$ cat config.mk
export PLATFORM = sky130hd
export DESIGN_NAME = bp_cacc_wormhole_concentrator_n
export DESIGN_NICKNAME = d
export VERILOG_FILES = /design/src/rtl/bp_cacc_wormhole_concentrator_n.sv
export SDC_FILE = /design/constraint.sdc
export NUM_CORES = 1
export LEC_CHECK = 0
export ABC_AREA = 1
export ABC_CLOCK_PERIOD_IN_PS = 2670
export CAP_MARGIN = 5
export CORE_AREA = 5 5 270 272
export CTS_CLUSTER_DIAMETER = 80
export DETAILED_ROUTE_END_ITERATION = 16
export DIE_AREA = 0 0 275 277
export GPL_ROUTABILITY_DRIVEN = 1
export GPL_TIMING_DRIVEN = 1
export PLACE_DENSITY = 0.37
export SKIP_LAST_GASP = 1
export SLEW_MARGIN = 10
export SYNTH_ARGS = -nofsm -noshare
export SYNTH_HDL_FRONTEND = slang
export SYNTH_SLANG_ARGS = --single-unit
$ cat constraint.sdc
create_clock -name clk_i -period 2.67 [get_ports clk_i]
set_input_delay 0.534 -clock clk_i [delete_from_list [all_inputs] [get_ports clk_i]]
set_output_delay 0.534 -clock clk_i [all_outputs]
set_load 0.05 [all_outputs]
$ cat src/rtl/bp_cacc_wormhole_concentrator_n.sv
// Wormhole concentrator/deconcentrator.
// Merge path: num_in_p local channels share one concentrated outbound link.
// The grant is held for a whole packet.
// Split path: inbound packets are steered to a local channel by the header
// cid. Packets whose cid names no channel are dropped, and a sticky error
// flag is raised.
module bp_cacc_wormhole_concentrator_n #(
    parameter int num_in_p     = 4,
    parameter int flit_width_p = 64,
    parameter int cord_width_p = 7,
    parameter int len_width_p  = 4,
    parameter int cid_width_p  = 2,
    parameter int rr_p         = 1,
    parameter int cnt_width_p  = 16
) (
    input  logic                             clk_i,
    input  logic                             reset_i,
    input  logic [num_in_p*flit_width_p-1:0] in_data_i,
    input  logic [num_in_p-1:0]              in_v_i,
    output logic [num_in_p-1:0]              in_ready_and_o,
    output logic [flit_width_p-1:0]          conc_data_o,
    output logic                             conc_v_o,
    input  logic                             conc_ready_and_i,
    input  logic [flit_width_p-1:0]          conc_data_i,
    input  logic                             conc_v_i,
    output logic                             conc_ready_and_o,
    output logic [num_in_p*flit_width_p-1:0] out_data_o,
    output logic [num_in_p-1:0]              out_v_o,
    input  logic [num_in_p-1:0]              out_ready_and_i,
    output logic                             cid_err_o,
    output logic [cnt_width_p-1:0]           merge_pkts_o,
    output logic [cnt_width_p-1:0]           split_pkts_o
);
    localparam int gw      = (num_in_p > 1) ? $clog2(num_in_p) : 1;
    localparam int len_lsb = cord_width_p;
    localparam int cid_lsb = cord_width_p + len_width_p;
    localparam logic [gw:0]          num_in_w = (gw+1)'(num_in_p);
    localparam logic [cid_width_p:0] num_in_c = (cid_width_p+1)'(num_in_p);

    typedef enum logic       {M_IDLE, M_BUSY} merge_state_e;
    typedef enum logic [1:0] {S_IDLE, S_DELIVER, S_DROP} split_state_e;

    // (a + b) mod num_in_p, for a and b already below num_in_p
    function automatic logic [gw-1:0] wrap_add(input logic [gw-1:0] a, input logic [gw-1:0] b);
        logic [gw:0] s;
        s = {1'b0, a} + {1'b0, b};
        if (s >= num_in_w) s = s - num_in_w;
        return s[gw-1:0];
    endfunction

    logic [flit_width_p-1:0] in_flit [num_in_p];
    for (genvar k = 0; k < num_in_p; k++) begin : g_unpack
        assign in_flit[k] = in_data_i[k*flit_width_p +: flit_width_p];
    end

    // ---------------- merge path ----------------
    merge_state_e            m_state_q;
    logic [gw-1:0]           g_q, ptr_q;
    logic                    hold_q;       // header offered but not yet taken
    logic [len_width_p-1:0]  m_rem_q;
    logic [cnt_width_p-1:0]  merge_cnt_q;

    logic [gw-1:0]           arb_g, cand, grant;
    logic                    arb_v, grant_v, merge_xfer;
    logic [len_width_p-1:0]  merge_len;

    // Arbiter: scan from lowest priority to highest so the last hit wins.
    // NOTE: always_comb gives every output a default first, so no path can leave a latch.
    always_comb begin
        arb_g = '0;
        arb_v = 1'b0;
        cand  = '0;
        for (int k = num_in_p - 1; k >= 0; k--) begin
            cand = (rr_p != 0) ? wrap_add(ptr_q, k[gw-1:0]) : k[gw-1:0];
            if (in_v_i[cand]) begin
                arb_g = cand;
                arb_v = 1'b1;
            end
        end
    end

    // A locked grant (mid-packet, or header waiting) overrides the arbiter.
    always_comb begin
        if (m_state_q == M_BUSY || hold_q) begin
            grant   = g_q;
            grant_v = 1'b1;
        end else begin
            grant   = arb_g;
            grant_v = arb_v;
        end
    end

    assign conc_data_o = in_flit[grant];
    // NOTE: state registers reset asynchronously, but the combinational handshake outputs are gated by reset_i.
    assign conc_v_o    = ~reset_i & grant_v & in_v_i[grant];
    assign merge_xfer  = conc_v_o & conc_ready_and_i;
    assign merge_len   = conc_data_o[len_lsb +: len_width_p];

    // Only the granted channel sees the concentrated ready.
    always_comb begin
        in_ready_and_o = '0;
        if (!reset_i && grant_v) in_ready_and_o[grant] = conc_ready_and_i;
    end

    // Merge FSM: grant lock, remaining-flit count, rr pointer, header counter.
    always_ff @(posedge clk_i or posedge reset_i) begin
        if (reset_i) begin
            m_state_q   <= M_IDLE;
            g_q         <= '0;
            ptr_q       <= '0;
            hold_q      <= 1'b0;
            m_rem_q     <= '0;
            merge_cnt_q <= '0;
        end else begin
            case (m_state_q)
                M_IDLE: begin
                    if (merge_xfer) begin
                        merge_cnt_q <= merge_cnt_q + cnt_width_p'(1);
                        ptr_q       <= wrap_add(grant, gw'(1));
                        hold_q      <= 1'b0;
                        if (merge_len != '0) begin
                            m_state_q <= M_BUSY;
                            g_q       <= grant;
                            m_rem_q   <= merge_len;
                        end
                    end else if (conc_v_o) begin
                        hold_q <= 1'b1;
                        g_q    <= grant;
                    end else begin
                        hold_q <= 1'b0;
                    end
                end
                M_BUSY: begin
                    if (merge_xfer) begin
                        m_rem_q <= m_rem_q - len_width_p'(1);
                        if (m_rem_q == len_width_p'(1)) m_state_q <= M_IDLE;
                    end
                end
                default: m_state_q <= M_IDLE;
            endcase
        end
    end

    // ---------------- split path ----------------
    split_state_e            s_state_q;
    logic [gw-1:0]           d_q;
    logic [len_width_p-1:0]  s_rem_q;
    logic                    err_q;
    logic [cnt_width_p-1:0]  split_cnt_q;

    logic [cid_width_p-1:0]  s_cid;
    logic [len_width_p-1:0]  s_len;
    logic [gw-1:0]           s_dst;
    logic                    cid_ok, s_deliver, split_xfer;

    assign s_cid     = conc_data_i[cid_lsb +: cid_width_p];
    assign s_len     = conc_data_i[len_lsb +: len_width_p];
    assign cid_ok    = ({1'b0, s_cid} < num_in_c);
    assign s_deliver = (s_state_q == S_DELIVER) || (s_state_q == S_IDLE && cid_ok);
    assign s_dst     = (s_state_q == S_DELIVER) ? d_q : s_cid[gw-1:0];

    assign out_data_o       = {num_in_p{conc_data_i}};
    assign conc_ready_and_o = reset_i ? 1'b0 : (s_deliver ? out_ready_and_i[s_dst] : 1'b1);
    assign split_xfer       = conc_v_i & conc_ready_and_o;

    // Steer inbound valid to the single destination channel.
    always_comb begin
        out_v_o = '0;
        if (!reset_i && s_deliver) out_v_o[s_dst] = conc_v_i;
    end

    // Split FSM: destination lock, drop mode, error flag, header counter.
    always_ff @(posedge clk_i or posedge reset_i) begin
        if (reset_i) begin
            s_state_q   <= S_IDLE;
            d_q         <= '0;
            s_rem_q     <= '0;
            err_q       <= 1'b0;
            split_cnt_q <= '0;
        end else begin
            case (s_state_q)
                S_IDLE: begin
                    if (split_xfer) begin
                        if (cid_ok) begin
                            split_cnt_q <= split_cnt_q + cnt_width_p'(1);
                            if (s_len != '0) begin
                                s_state_q <= S_DELIVER;
                                d_q       <= s_cid[gw-1:0];
                                s_rem_q   <= s_len;
                            end
                        end else begin
                            err_q <= 1'b1;
                            if (s_len != '0) begin
                                s_state_q <= S_DROP;
                                s_rem_q   <= s_len;
                            end
                        end
                    end
                end
                S_DELIVER, S_DROP: begin
                    if (split_xfer) begin
                        s_rem_q <= s_rem_q - len_width_p'(1);
                        if (s_rem_q == len_width_p'(1)) s_state_q <= S_IDLE;
                    end
                end
                default: s_state_q <= S_IDLE;
            endcase
        end
    end

    assign cid_err_o    = err_q;
    assign merge_pkts_o = merge_cnt_q;
    assign split_pkts_o = split_cnt_q;
endmodule

After elaboration in Yosys (flattened, before gate mapping)
Index checks and enable logic that the tools add are counted.
Operators by class
  $add $sub $neg: 13
  magnitude comparators: 14
  equal/unequal tests: 12
  multiplexer cells: 62
  bitwise gates (word level): 9
  reduce and logical (&&, ||, !) cells: 20
Operators with widths (count)
  binary-select mux 64 bit (select 2 bit): 1
  2-to-1 mux 64 bit: 2
  2-to-1 mux 2 bit: 18
  adder 16 x 1 -> 16 bit (second input constant): 2
  2-to-1 mux 4 bit: 8
  2-to-1 mux 1 bit: 21
  < comparator 2 x 3 -> 1 bit (second input constant): 6
  one-hot mux 4 bit (2 select lines): 2
  greater-or-equal comparator 3 bit (second input constant): 5
  binary-select mux 1 bit (select 2 bit): 6
  inequality test 2 bit (second input constant): 5
  subtractor 2 x 1 -> 2 bit (second input constant): 5
  AND reduction 3 bit: 3
  bitwise AND 4 bit: 2
  == test 4 x 1 -> 1 bit (second input constant): 2
  AND reduction 4 bit: 2
  nonzero test 4 bit: 2
  subtractor 4 x 1 -> 4 bit (second input constant): 2
  adder 2 x 1 -> 3 bit (second input constant): 2
  adder 2 x 2 -> 3 bit (second input constant): 2
  inequality test 2 x 1 -> 1 bit (second input constant): 3
  bitwise AND 1 bit: 4
  demux 1 bit (select 2 bit): 2
  greater-or-equal comparator 2 x 1 -> 1 bit (second input constant): 2
  14 further kinds: 21
Storage, ports and cells
  flip-flop bits (word level): 50
  input port bits: 332
  output and inout port bits: 363
  logic and storage cells: 140

Longest topological paths before layout
Gate-level depths: netlist of run 1.
  depth after elaboration: 18
  mapped depth: 20
  mapped depth without buffers: 18

Worst setup path before layout of run 1
Ideal clock, no wire load.
  path kind: input to output
  start point: in reset_i
  end point: out out_v_o[0]
  arrival time: 3.047 ns
  required time: 2.136 ns
  path slack: -0.911 ns
  cell stages on the path: 3
  path buffers: 0
  cells stage by stage: inv_1 -> nand2_1 -> nor3_1
Between the ends
  word-level cells in the longest chain between the ends: 3
RTL lines
  start, declared: RTL line 17  | input logic reset_i,
  logical NOT 1 bit (no source line)
  logical AND 1 bit: RTL line 169  | if (!reset_i && s_deliver) out_v_o[s_dst] = conc_v_i;
  2-to-1 mux 4 bit: RTL line 169
  end, declared: RTL line 28  | output logic [num_in_p-1:0] out_v_o,
Every way passes these cells.

Final worst setup path of run 1
  start point: reg ptr_q[0]
  end point: out conc_data_o[3]
Between the ends
  word-level cells in the longest chain between the ends: 14
  elaborated cells on any way between the ends: 32
  those cells by class: 7 x add/sub; 4 x order compare; 20 x mux; 1 x bitwise
RTL lines
  start, declared: RTL line 58  | logic [gw-1:0] g_q, ptr_q;
  start signal, assigned: RTL line 119  | ptr_q <= wrap_add(grant, gw'(1));
  adder 2 x 2 -> 3 bit: RTL line 46  | s = {1'b0, a} + {1'b0, b};
  greater-or-equal comparator 3 bit or subtractor 2 x 1 -> 2 bit (tied branches): RTL line 47  | if (s >= num_in_w) s = s - num_in_w;
  2-to-1 mux 2 bit: RTL line 47
  binary-select mux 1 bit (select 2 bit): RTL line 75  | if (in_v_i[cand]) begin
  2-to-1 mux 1 bit (implied by the code): RTL line 75
  2-to-1 mux 2 bit (3 in a row): RTL line 75
  2-to-1 mux 2 bit *: RTL line 75
  2-to-1 mux 2 bit *: RTL line 84  | if (m_state_q == M_BUSY || hold_q) begin
  inverter 2 -> 3 bit (implied by the code) *: RTL line 93  | assign conc_data_o = in_flit[grant];
  binary-select mux 64 bit (select 2 bit) *: RTL line 93
  2-to-1 mux 64 bit (implied by the code) * (2 in a row): RTL line 93
  end, declared: RTL line 21  | output logic [flit_width_p-1:0] conc_data_o,
Every way passes the cells marked *; elsewhere a longest branch is shown, timed or not. The select of a mux whose other input is x is not followed.

==> impl_results.md, run 1 <==
- Number of remaining DRC errors: 0
- Placed standard-cell area: 0.0113 sq mm
- Syn_area_per_cell: approximately 6.6 sq um
- Diodes inserted: 0
- CTS H-tree lvls: 2
- Critical path class: register to primary output
- Die area: 0.0762 sq mm
- Hold Crit Start: hold_q
- Die width: 275 microns
- Seq pwr share: under 10%
- Buffers plus inverters on the worst setup path: 6
- Clock skew: ~0.0061 ns
- GPL Wtd Cong: 0.819
- CP required: roughly 2.1 ns
- Min Hold Slack: ~0.48 ns
- FMAX: 319 MHz
- Met3 Use GR: 3.84%
- Final Cell Area: 0.0137 sq mm
- Clock share of power: 3.3%
- Initial core utilization: 9.73%
- Post-synth top area cell: buf_4
- PwrDens: approximately 1500 mW/mm^2
- CTS tree: yes
- Fin util: approximately a fifth
- Syn Nets: 1380
- Least-Margin Pin Slew: ~0.64 ns
- Post-route ant nets: 0
- Drt first pass iters: 4
- # fillers: between 7000 and 8000
- Run status: finished with violations
- Cell Int Power: 0.00923 W
- CP max FO: 6
- Vias post-DR: 7682
- Dpl ws: -0.734 ns
- Relative slew slack: 57.3%
- Rows: roughly 100
- Largest net degree at the start of global routing: 40
- Clk buf depth: 2
- Max cap viols: 0
- Dpl hpwl: about 28000 microns
- Yosys top cell area share: between 20% and 30%
- Unrepaired setup endpoints after global routing: true
- Num CTS Buffers: 5
- Nets: 1624
- Initial antenna violation count: 0
- Max Slew Vio Count: 0
- CP endpoint kind: primary output
- Cts hold-fix bufs: 0
- CTS sink cnt: just under 50
- Met2 usage: between 10% and 20%
- Critical Path Source: ptr_q[0]
- Post-Syn Area: 0.00686 sq mm
- Hold Crit Class: register to register
- First-pass GRT wire length: 49300 microns
- Worst path max stage delay: around 0.48 ns
- Buffers added on ports: between 400 and 500
- Die Y: around 280 microns
- Clock latency on the worst-skew pair: approximately 0.3 ns
- Critical Path Start Type: register
- Failing checks: negative setup slack
- CP max-delay cell: dfrtp_2
- PnR Total Power: ~0.020 W
- Worst-path clk slew: 0.07 ns
- Clock Tree Root: clkbuf_16
- Switching portion of total power: between 50% and 60%
- Wire per inst: 17.0 microns
- Peak supply drop: about 0.00084 V
- Worst r2r src: ptr_q[0]
- Final min period: between 3 and 4 ns
- Number of global-route vias before repair: roughly 8000
- Io pins: 695
- Proportion of layout cells with a drive suffix above 1: between 30% and 40%
- CP Cell Sequence: buf_6 > nand2_4 > nand2_2 > nand2_2 > nand2_2 > nand2_2 > nand3_2 > nand3_4 > nand2_8 > clkinv_8 > buf_12 > clkbuf_16 > buf_8 > nor2_1 > o22ai_2 > buf_6
- Core area: slightly above 0.07 sq mm
- Post-synthesis sequential area ratio: 17.9%
- CP arrival: 2.60 ns
- CP delay by family, top: buffers and inverters
- Global routing's busiest layer: met2
- Total Routed Length: about 38000 microns
- Grt met1 use: 9.13%
- Top cells by area, synth: buf_4 28%, dfrtp_1 18%, o21ai_0 9.9%
- Cells after synthesis: ~1000
- Via/cell ratio: roughly 3.4
- Area delta synth->final: 99.6%
- Final worst slack: -0.462 ns
- Syn. warnings: 0
- Logic pwr share: between 90% and 100%
- Fin. Hold Viols: 0
- Final Setup Violations: 95
- Final period utilization: 117%
- Crit path top cell by count: nand2_2
- Yosys reg bits: a little under 50
- Global route overflow: 0
- GRT Total Usage: under 10%
- Cell variety after synth: 41
- Leak: 5.30 nW
- 1st-iter DRT viols: between 150 and 200
- Sw Pwr: 0.0112 W
[worst min-delay path, cell delays in order (launching register included)]
cell	delay, ns
dfrtp_1	0.35
nand2_1	0.05
nand2_1	0.05
[cell usage in the layout, fill, tap and decap left out, drive strengths merged, types with 21 or more instances in the layout]
cell           netlist  layout
nor2               152     152
inv                 50      46
clkbuf              26      21
clkdlybuf4s50        0     301
nand2              146     146
o22ai               60      60
nand3               57      57
o21ai              144     144
buf                279     222
dfrtp               49      49
[cells in the mapped netlist (all sizes together)]
master,instances
conb,1
a21oi,2
xnor2,14
nand3b,5
a31oi,1
buf,279
o22ai,60
dfrtp,49
xor2,14
or2,1
nor4,3
nand2,146
or4,1
o211ai,2
inv,50
nand3,57
o21ai,144
ha,10
nor2,152
nand4,6
and2,3
o31ai,1
clkbuf,26
nor3,10
clkinv,1
[routing by layer]
| layer | routed length, microns | vias up |
|---|---|---|
| li1 | - | 3650 |
| met1 | 14200 | 3566 |
| met2 | 19000 | 427 |
| met3 | 3860 | 39 |
| met4 | 890 | 0 |
| met5 | 0 | - |
[timing repair]
item	CTS	global route
pin swaps	12	23
endpoints found under the setup margin	94	95
setup buffers	9	29
gates cloned	3	20
resized for setup	213	238
[logic make-up after synthesis]
| family | share of synthesized area, % |
|---|---|
| AND/OR/NAND/NOR | 25.2 |
| buffers and inverters | 34.6 |
| AO/OA/AOI/OAI | 16.8 |
| flip-flops | 17.9 |
| XOR/XNOR | 3.57 |
| adder cells (fa/ha/maj) | 1.82 |
| other | 0.0546 |
[power by group through the flow]
stage / sequential (W) / clock [W] / combinational, W
after global routing: 0.00115 / 0.000750 / 0.0196
final: 0.00112 / 0.000682 / 0.0186
after detailed placement: 0.00114 / 0 / 0.0136
after CTS: 0.00112 / 0.000725 / 0.0152
after global placement: 0.00113 / 0 / 0.0136
after floorplan: 0.00130 / 0 / 0.00951
[through the flow]
stage / TNS, ns / std cells
after floorplan: -0.0702 / 1038
after global placement: -62.47 / 2165
after detailed placement: -58.77 / 2165
after CTS: -31.04 / 2185
after global routing: -48.29 / 2233
final: -31.45 / 2233
[area by class of cell]
cell class	count	area (sq um)	area share, %
flip-flops and latches	49	1230	8.96
multi-input cells	633	4840	35.4
well taps	950	1190	8.68
clock buffers	6	139	1.01
inverters	51	218	1.59
clock inverters	2	13.8	0.100
repair buffers	542	6070	44.3
[sequential cells by signal, indices dropped and copies added (netlist names)]
register      cells
s_state_q         1
merge_pkts_o     16
s_rem_q           4
m_state_q         1
g_q               2
hold_q            1
split_pkts_o     16
m_rem_q           4
ptr_q             2
d_q               2
[worst paths after layout]
kind / end / slack, ns / depth (start not counted)
max: conc_data_o[3] / -0.46 / 16
min: hold_q / 0.48 / 2
max reg2reg: m_rem_q[0] / -0.26 / 24
min reg2reg: hold_q / 0.48 / 2
max in group asynchronous: ptr_q[0] / 1.42 / 3
min in group asynchronous: split_pkts_o[5] / 0.78 / 3
Power figures use the tool's default switching activity.
==> run 2: changes to the inputs <==
CTS_CLUSTER_DIAMETER = 30   (was 80)
==> results of run 2 <==
No change in the layout: final DEF, timing and power equal those of run 1.
==> run 3: changes to the inputs <==
CAP_MARGIN = 20   (was 5)
==> results of run 3 <==
No change in the layout: final DEF, timing and power equal those of run 1.
